$ cat src/rtl/decoder_pkg.sv
// Shared definitions for the 2-to-4 decoder.
//   DEC_IN_W / DEC_OUT_W : select and output widths
//   onehot_dec(sel, en)  : active-high one-hot decode, all-zero when disabled
//   idle_val(active_low) : output value when disabled or in reset
package decoder_pkg;
  localparam int DEC_IN_W  = 2;
  localparam int DEC_OUT_W = 4;

  localparam logic [DEC_OUT_W-1:0] IDLE_HI = '0;
  localparam logic [DEC_OUT_W-1:0] IDLE_LO = '1;

  // enable is tested first so an unknown select cannot leak through while disabled
  function automatic logic [DEC_OUT_W-1:0] onehot_dec(input logic [DEC_IN_W-1:0] sel,
                                                      input logic en);
    logic [DEC_OUT_W-1:0] res;
    res = '0;
    if (en) begin
      for (int i = 0; i < DEC_OUT_W; i++)
        if (sel == DEC_IN_W'(i)) res[i] = 1'b1;
    end
    return res;
  endfunction

  function automatic logic [DEC_OUT_W-1:0] idle_val(input bit active_low);
    return active_low ? IDLE_LO : IDLE_HI;
  endfunction
endpackage

$ cat src/rtl/decoder_2x4_core.sv
// Combinational 2-to-4 decode with output polarity selection.
//   in     : binary select code
//   enable : active-high decode enable
//   out    : one-hot word, inverted when OUT_ACTIVE_LOW=1
module decoder_2x4_core
  import decoder_pkg::*;
#(
  parameter bit OUT_ACTIVE_LOW = 1'b0
) (
  input  logic [DEC_IN_W-1:0]  in,
  input  logic                 enable,
  output logic [DEC_OUT_W-1:0] out
);
  logic [DEC_OUT_W-1:0] dec;

  assign dec = onehot_dec(in, enable);
  assign out = OUT_ACTIVE_LOW ? ~dec : dec;
endmodule

$ cat src/rtl/decoder_2x4.sv
// Registered (or optionally combinational) 2-to-4 decoder with enable.
//   clk    : rising-edge clock (only used when OUT_REG=1)
//   rst    : asynchronous active-high reset, forces out to idle
//   in     : binary select code
//   enable : active-high decode enable
//   out    : one-hot decoded output, polarity set by OUT_ACTIVE_LOW
module decoder_2x4
  import decoder_pkg::*;
#(
  parameter bit OUT_REG        = 1'b1,
  parameter bit OUT_ACTIVE_LOW = 1'b0
) (
  input  logic                 clk,
  input  logic                 rst,
  input  logic [DEC_IN_W-1:0]  in,
  input  logic                 enable,
  output logic [DEC_OUT_W-1:0] out
);
  localparam logic [DEC_OUT_W-1:0] IDLE = idle_val(OUT_ACTIVE_LOW);

  logic [DEC_OUT_W-1:0] dec;

  decoder_2x4_core #(.OUT_ACTIVE_LOW(OUT_ACTIVE_LOW)) u_core (
    .in     (in),
    .enable (enable),
    .out    (dec)
  );

  generate
    if (OUT_REG) begin : g_reg
      logic [DEC_OUT_W-1:0] out_q;

      always_ff @(posedge clk or posedge rst) begin
        if (rst) out_q <= IDLE;
        else     out_q <= dec;
      end

      assign out = out_q;
    end else begin : g_comb
      // clk has no role in the bypass path
      logic unused_clk;
      assign unused_clk = clk;
      assign out = rst ? IDLE : dec;
    end
  endgenerate
endmodule

$ cat config.mk
export PLATFORM = sky130hd
export DESIGN_NAME = decoder_2x4
export DESIGN_NICKNAME = d
export VERILOG_FILES = /design/src/rtl/decoder_pkg.sv /design/src/rtl/decoder_2x4_core.sv /design/src/rtl/decoder_2x4.sv
export SDC_FILE = /design/constraint.sdc
export NUM_CORES = 1
export LEC_CHECK = 0
export CAP_MARGIN = 15
export CORE_AREA = 2 2 39 41
export DETAILED_ROUTE_END_ITERATION = 10
export DIE_AREA = 0 0 41 43
export SETUP_SLACK_MARGIN = 0.02
export SLEW_MARGIN = 15
export SYNTH_ARGS = -nofsm -noshare
export SYNTH_HDL_FRONTEND = slang
export SYNTH_SLANG_ARGS = --single-unit
$ cat constraint.sdc
create_clock -name clk -period 0.8 [get_ports clk]
set_clock_uncertainty 0.1 [all_clocks]
set_input_delay 0.16 -clock clk [delete_from_list [all_inputs] [get_ports clk]]
set_output_delay 0.16 -clock clk [all_outputs]
set_load 0.03 [all_outputs]
; ---- After elaboration in Yosys (flattened, before gate mapping)
; Cells that the tools add are included.
; W data, S select, Z words.
[totals]
in_bits = 5
wordCells = 10
out_inout_bits = 4
register_bits = 4
[classes]
muxes = 5
reduce_logical = 1
n_eq_ne = 3
[op_table]
columns = operator, count
row1 = $eq A2 B2 Y1 const B, 2
row2 = $mux W1, 4
row3 = $mux W4, 1
row4 = $eq A2 B1 Y1 const B, 1
row5 = $logic_not A2 Y1, 1

; ---- Longest topological paths before layout
; Gate-level depths: netlist (run 1).
[depth]
word_depth = 3
ltp_mapped = 1
mapped_depth_nobuf = 1

; ---- Cells and area by module
; From an unflattened synthesis (run 1), not the netlist that was laid out.
[unflattened]
cells_unflattened = 9
hier_area_um2 = 141.4
[by_module_without_submodules]
columns = module, area_each_um2, n_inst, seq_area_each_um2, cells_per_inst
row1 = decoder_2x4, 103.8, 1, 100.1, 5
row2 = decoder_2x4_core, 37.5, 1, 0.0, 4

; ---- Worst setup path before layout (run 1)
; OpenSTA, ideal clock, no wires.
[synth_path]
path_kind = register -> output
start = register g_reg.out_q[0], in the netlist out[0]
end = output port out[0]
setup_slack_ns = 0.073
required_ns = 0.540
path_stages_with_launch = 1
n_path_buf = 0
t_arrival_ns = 0.467
cell_sequence = dfrtp_1
[synth_lines]
columns = element, line_no
row1 = "start, declared", decoder_2x4.sv:31  ; logic [DEC_OUT_W-1:0] out_q;
row2 = "start signal, assigned", decoder_2x4.sv:34  ; if (rst) out_q <= IDLE;
row3 = "start signal, assigned", decoder_2x4.sv:35  ; else out_q <= dec;
row4 = "end, declared", decoder_2x4.sv:17  ; output logic [DEC_OUT_W-1:0] out
; No word-level cell between the ends.

; ---- Worst setup path after layout (run 1)
[layout_path]
start = register g_reg.out_q[1], in the netlist out[1]
end = output port out[1]
; No word-level cell between the ends.

==> impl_results.md, run 1 <==
- Status: finished with violations
- Failing checks: negative setup slack
- Post-CTS Setup Bufs: 0
- Longest Clk Path Bufs: 2
- Worst path max stage delay: 0.36 ns
- Fin crit share: 124%
- ANT cells: 0
- Rows: 14
- Vias in the first global route: 122
- Fmax: 1010 MHz
- Synth warn: 0
- Sinks on Clock Net: 4
- Sequential fraction of the synthesis area: 70.8%
- Share of cells above drive strength 1: 45.0%
- Die width: 41 microns
- Residual DRC: 0
- Routability cong.: 0.521
- CTS Hold Bufs: 0
- Maxcap violations: 0
- Global-route wire length before repair: 407 microns
- Worst setup SP type: flop
- Setup violators final: 4
- Slew Limit Fails: 0
- Top Usage Layer GRT: met4
- Critical path's top delay family: flip-flops
- Worst path required time: 0.54 ns
- DIE HEIGHT: 43 microns
- Unrepaired setup endpoints after global routing: yes
- Crit-path cells: buf_6
- Relative slew slack: 90.3%
- CTS buffer count: 3
- Fin. Hold Viols: 0
- Worst setup EP type: output port
- Synth Instances: 9
- Total vias in the final route: 106
- Starting Density: 10.2%
- Drt total wl: 286 microns
- Met3 Use GR: 5.24%
- Number of unique standard cell types used by synthesis: 5
- Overflow after GRT: 0
- Area Growth Syn to Fin: 87.6%
- Initial DRC count: 0
- Period minus WS final: 0.990 ns
- H-tree levels: 1
- Synthesized area: 141 sq um
- DRT Pass-1 Iters: 1
- Filler cell count in the final layout: 156
- Pwr Density: 1970 nW/um^2
- Die Outline Area: 1760 sq um
- Setup TNS: -0.747 ns
- Final nets: 27
- Worst Path Class, Setup: flop to output port
- Final ANT Viol Nets: 0
- CP arrival: 0.73 ns
- Hold WC Path Type: primary input to async pin
- Critical-path top delay cell: dfrtp_1
- Wire length per cell: 7.94 microns
- I/O Buffers: 8
- Post-synthesis net count: 14
- Seq cells post-synth: 4
- Most frequent cells in the layout: dfrtp_1 (4), buf_6 (4), clkbuf_4 (3), dlygate4sd2_1 (3), and3b_1 (2)
- Number of antenna violations at the first check in global routing: 0
- # IOs: 9
- Peak VDD IR: 0.247 mV
- Aggregate global-route resource usage: 4.82%
- M2 GR Usage: 5.00%
- CTS tree: built
- Max reg flops: 4
- Core area: 1380 sq um
- Final core occ: 19.2%
- Leak: 0.140 nW
- Met1 GRT Util: 2.26%
- CP max FO: 1
- Cell Count, Final, Fillers Out: 36
- Final worst slack: -0.190 ns
- Vias/cell: 2.94
- CTS Root Cell: clkbuf_4
- Mean Syn Cell Area: 15.7 sq um
- Largest net degree at the start of global routing: 5
- Worst Max-Slew Pin Slew: 0.145 ns
- DP Cell Count: 33
- Worst-path clk slew: 0.04 ns
- WP buf/inv: 1
path summary, 6_finish.rpt:
| path | to | from | depth (start not counted) |
|---|---|---|---|
| max in group asynchronous | out[3] | rst | 2 |
| min in group clk | out[0] | in[1] | 2 |
| worst min-delay path | out[1] | rst | 2 |
| worst max-delay path | out[1] | out[1] | 1 |
final cells by class:
class / count / area [sq um] / share of cell area [%]
Clock buffer: 3 / 22.5 / 8.49
Inverter: 1 / 3.75 / 1.42
Sequential cell: 4 / 100 / 37.7
Multi-Input combinational cell: 4 / 37.5 / 14.2
Tap cell: 16 / 20.0 / 7.55
Timing Repair Buffer: 8 / 81.3 / 30.7
cells by family (layout without fill, tap and decap cells):
kind of cell	count (synthesis)	after routing	synth area share (%)
flops	4	4	70.8
simple gates	4	4	26.6
buf+inv	1	12	2.65
cells in the mapped netlist (all sizes together):
library cell / n / area (sq um)
dfrtp: 4 / 100
nor3b: 1 / 12.5
inv: 1 / 3.75
and3: 1 / 7.51
and3b: 2 / 17.5
power by group:
group / switching, W / internal [W]
sequential: 0.00000322 / 0.000211
combinational: 0.0000316 / 0.0000329
clock: 0.0000765 / 0.000167
total: 0.000111 / 0.000412
what timing repair did:
action	CTS	global route
hold endpoints to repair	0	0
setup endpoints to repair	7	4
pin swaps	0	0
resized for setup	7	0
routing by layer:
metal  part of all wire, %  up-vias
met5                     0        -
met4                     0        0
met3                    22        0
met2                    44        9
met1                    34       44
li1                      -       53
metrics by stage:
stage / setup slack, ns / cell area [sq um] / hold slack [ns] / total power, W
after floorplan: 0.0726 / 141 / -0.174 / 0.000243
after CTS: -0.202 / 265 / 0.00716 / 0.000538
after detailed placement: -0.299 / 231 / 0.250 / 0.000282
after global routing: -0.211 / 265 / 0.0297 / 0.000551
after global placement: -0.270 / 231 / 0.246 / 0.000279
final: -0.190 / 265 / 0.00879 / 0.000523
Note: power is estimated with default switching activity, not from simulation.
==> inputs of run 2 (changes only) <==
- ABC_CLOCK_PERIOD_IN_PS: default -> 800
- CTS_BUF_LIST: default -> sky130_fd_sc_hd__clkbuf_2 sky130_fd_sc_hd__clkbuf_4 sky130_fd_sc_hd__clkbuf_8
- SKIP_CTS_REPAIR_TIMING: default -> 1
==> run 2 against run 1 <==
Effect of this change: the flow still finishes with violations (negative setup slack); count of clock-buffer cells in the layout did not move; worst setup slack barely moved; via count is 0.94% higher; maximum frequency about the same; total power grew 0.70%; wire length unchanged; first-iteration DRC count increased by 1; flip-flop and latch count unchanged; utilization rose by 0.81 points; critical endpoint unchanged.
==> impl_results.md, run 2 (same netlist as run 1, synthesis figures left out) <==
- Die width: 41 microns (unchanged)
- Final ANT Viol Nets: 0 (unchanged)
- Global-route wire length before repair: 407 microns (unchanged)
- CP max FO: 1 (unchanged)
- Sequential power share: 40.7% (-0.3 points)
- Sinks on Clock Net: 4 (unchanged)
- Core area: 1380 sq um (unchanged)
- I/O Buffers: 8 (unchanged)
- CP arrival: 0.73 ns (about the same)
- Die Outline Area: 1760 sq um (unchanged)
- Aggregate global-route resource usage: 4.82% (unchanged)
- Pre-CTS setup slack: -0.299 ns (unchanged)
- Max reg flops: 4 (unchanged)
- Hold slack: 0.00864 ns (-0.000152 ns)
- Setup violators final: 4 (unchanged)
- Leak: 0.163 nW (+17%)
- Share of cells above drive strength 1: 45.0% (unchanged)
- CTS tree: built
- Status: finished with violations
- Pwr Density: 1900 nW/um^2 (-3.4%)
- DIE HEIGHT: 43 microns (unchanged)
- Vias/cell: 2.97 (+0.94%)
- Fmax: 1010 MHz (about the same)
- WP buf/inv: 1 (unchanged)
- Slew Limit Fails: 0 (unchanged)
- Total power: 0.000527 W (+0.70%)
- Filler cell count in the final layout: 156 (unchanged)
- Worst-path clk slew: 0.04 ns (about the same)
- Hold WC Path Type: primary input to async pin
- Total vias in the final route: 107 (+0.94%)
- Failing checks: negative setup slack
- Residual DRC: 0 (unchanged)
- Sw Share: 21.2% (-0.088 points)
- Starting Density: 10.2% (unchanged)
- Worst setup SP type: flop
- Unrepaired setup endpoints after global routing: yes
- Vias in the first global route: 122 (unchanged)
- Critical path depth: 1 (unchanged)
- Number of antenna violations at the first check in global routing: 0 (unchanged)
- Overflow after GRT: 0 (unchanged)
- Critical-path top delay cell: dfrtp_1
- Clock power share: 46.4% (-0.2 points)
- Critical Path Sink: out[1]
- DRT Pass-1 Iters: 4 (+3)
- Longest Clk Path Bufs: 2 (unchanged)
- CTS buffer count: 3 (unchanged)
- Worst path required time: 0.54 ns (about the same)
- Routability cong.: 0.521 (unchanged)
- Largest net degree at the start of global routing: 5 (unchanged)
- Critical path's top delay family: flip-flops
- Drt total wl: 286 microns (unchanged)
- ANT cells: 0 (unchanged)
- Initial DRC count: 1 (+1)
- Crit path launch: out[1]
- Worst Max-Slew Pin Slew: 0.145 ns (-0.0000539 ns)
- Wire length per cell: 7.94 microns (unchanged)
- CTS Root Cell: clkbuf_4
- Peak VDD IR: 0.260 mV (+5.1%)
- Final core occ: 20.0% (+0.81 points)
- Period minus WS final: 0.990 ns (+0.000134 ns)
- Worst setup EP type: output port
- Int Power: 0.000415 W (+0.82%)
- Area Growth Syn to Fin: 95.6%
- Relative slew slack: 90.3% (about the same)
- Maxcap violations: 0 (unchanged)
- Most frequent cells in the layout: dfrtp_1 (4), buf_6 (4), clkbuf_4 (3), dlymetal6s2s_1 (3), and3b_1 (2)
- # IOs: 9 (unchanged)
- Worst Path Class, Setup: flop to output port
- Fin crit share: 124% (about the same)
- H-tree levels: 1 (unchanged)
- Final worst slack: -0.190 ns (-0.000134 ns)
- Worst path max stage delay: 0.36 ns (about the same)
- P_sw: 0.000112 W (+0.28%)
- Rows: 14 (unchanged)
- Crit-path cells: buf_6
- Logic pwr share: 12.9% (+0.6 points)
- Final nets: 27 (unchanged)
- Fin. Hold Viols: 0 (unchanged)
- Setup TNS: -0.747 ns (-0.000381 ns)
==> run 2: cell types whose count changed in the layout (fill, tap and decap cells not counted) <==
| cell | change |
|---|---|
| dlygate4sd2_1 | -3 |
| dlymetal6s2s_1 | +3 |
==> run 2: final cells by class <==
class / count / area, sq um / area share, %
tap: 16 / 20.0 / 7.24
inverter: 1 / 3.75 / 1.36
timing repair buffer: 8 / 92.6 / 33.5
clock buffer: 3 / 22.5 / 8.14
multi-input combinational: 4 / 37.5 / 13.6
sequential: 4 / 100 / 36.2
==> run 2: power groups by stage <==
stage / logic, W / registers [W] / clock network (W)
after global routing: 0.0000738 / 0.000215 / 0.000266
final: 0.0000680 / 0.000214 / 0.000244
after floorplan: 0.0000112 / 0.000232 / 0
after detailed placement: 0.0000661 / 0.000216 / 0
after global placement: 0.0000636 / 0.000215 / 0
after CTS: 0.0000663 / 0.000213 / 0.000258
==> run 2: per-layer routing <==
layer	wire length, microns	vias to the layer above	track usage [%]
met2	127	9	5.00
met3	62	0	5.24
li1	-	53	-
met5	0	-	0
met4	0	0	10.0
met1	96	45	2.26
==> run 2: how the worst min path moves through the flow <==
stage | depth (start not counted) | start | slack [ns] | to
after CTS | 2 | rst | 0.007 | out[1]
after global routing | 2 | rst | 0.03 | out[1]
after floorplan | 1 | rst | -0.17 | out[0]
final | 2 | rst | 0.009 | out[1]
after detailed placement | 2 | rst | 0.25 | out[1]
after global placement | 2 | rst | 0.25 | out[1]
==> run 2: stage by stage <==
step | cell area, sq um | instances
6_report | 277 | 36
5_1_grt | 277 | 36
4_1_cts | 254 | 36
3_5_place_dp | 231 | 33
3_3_place_gp | 231 | 33
2_1_floorplan | 141 | 9
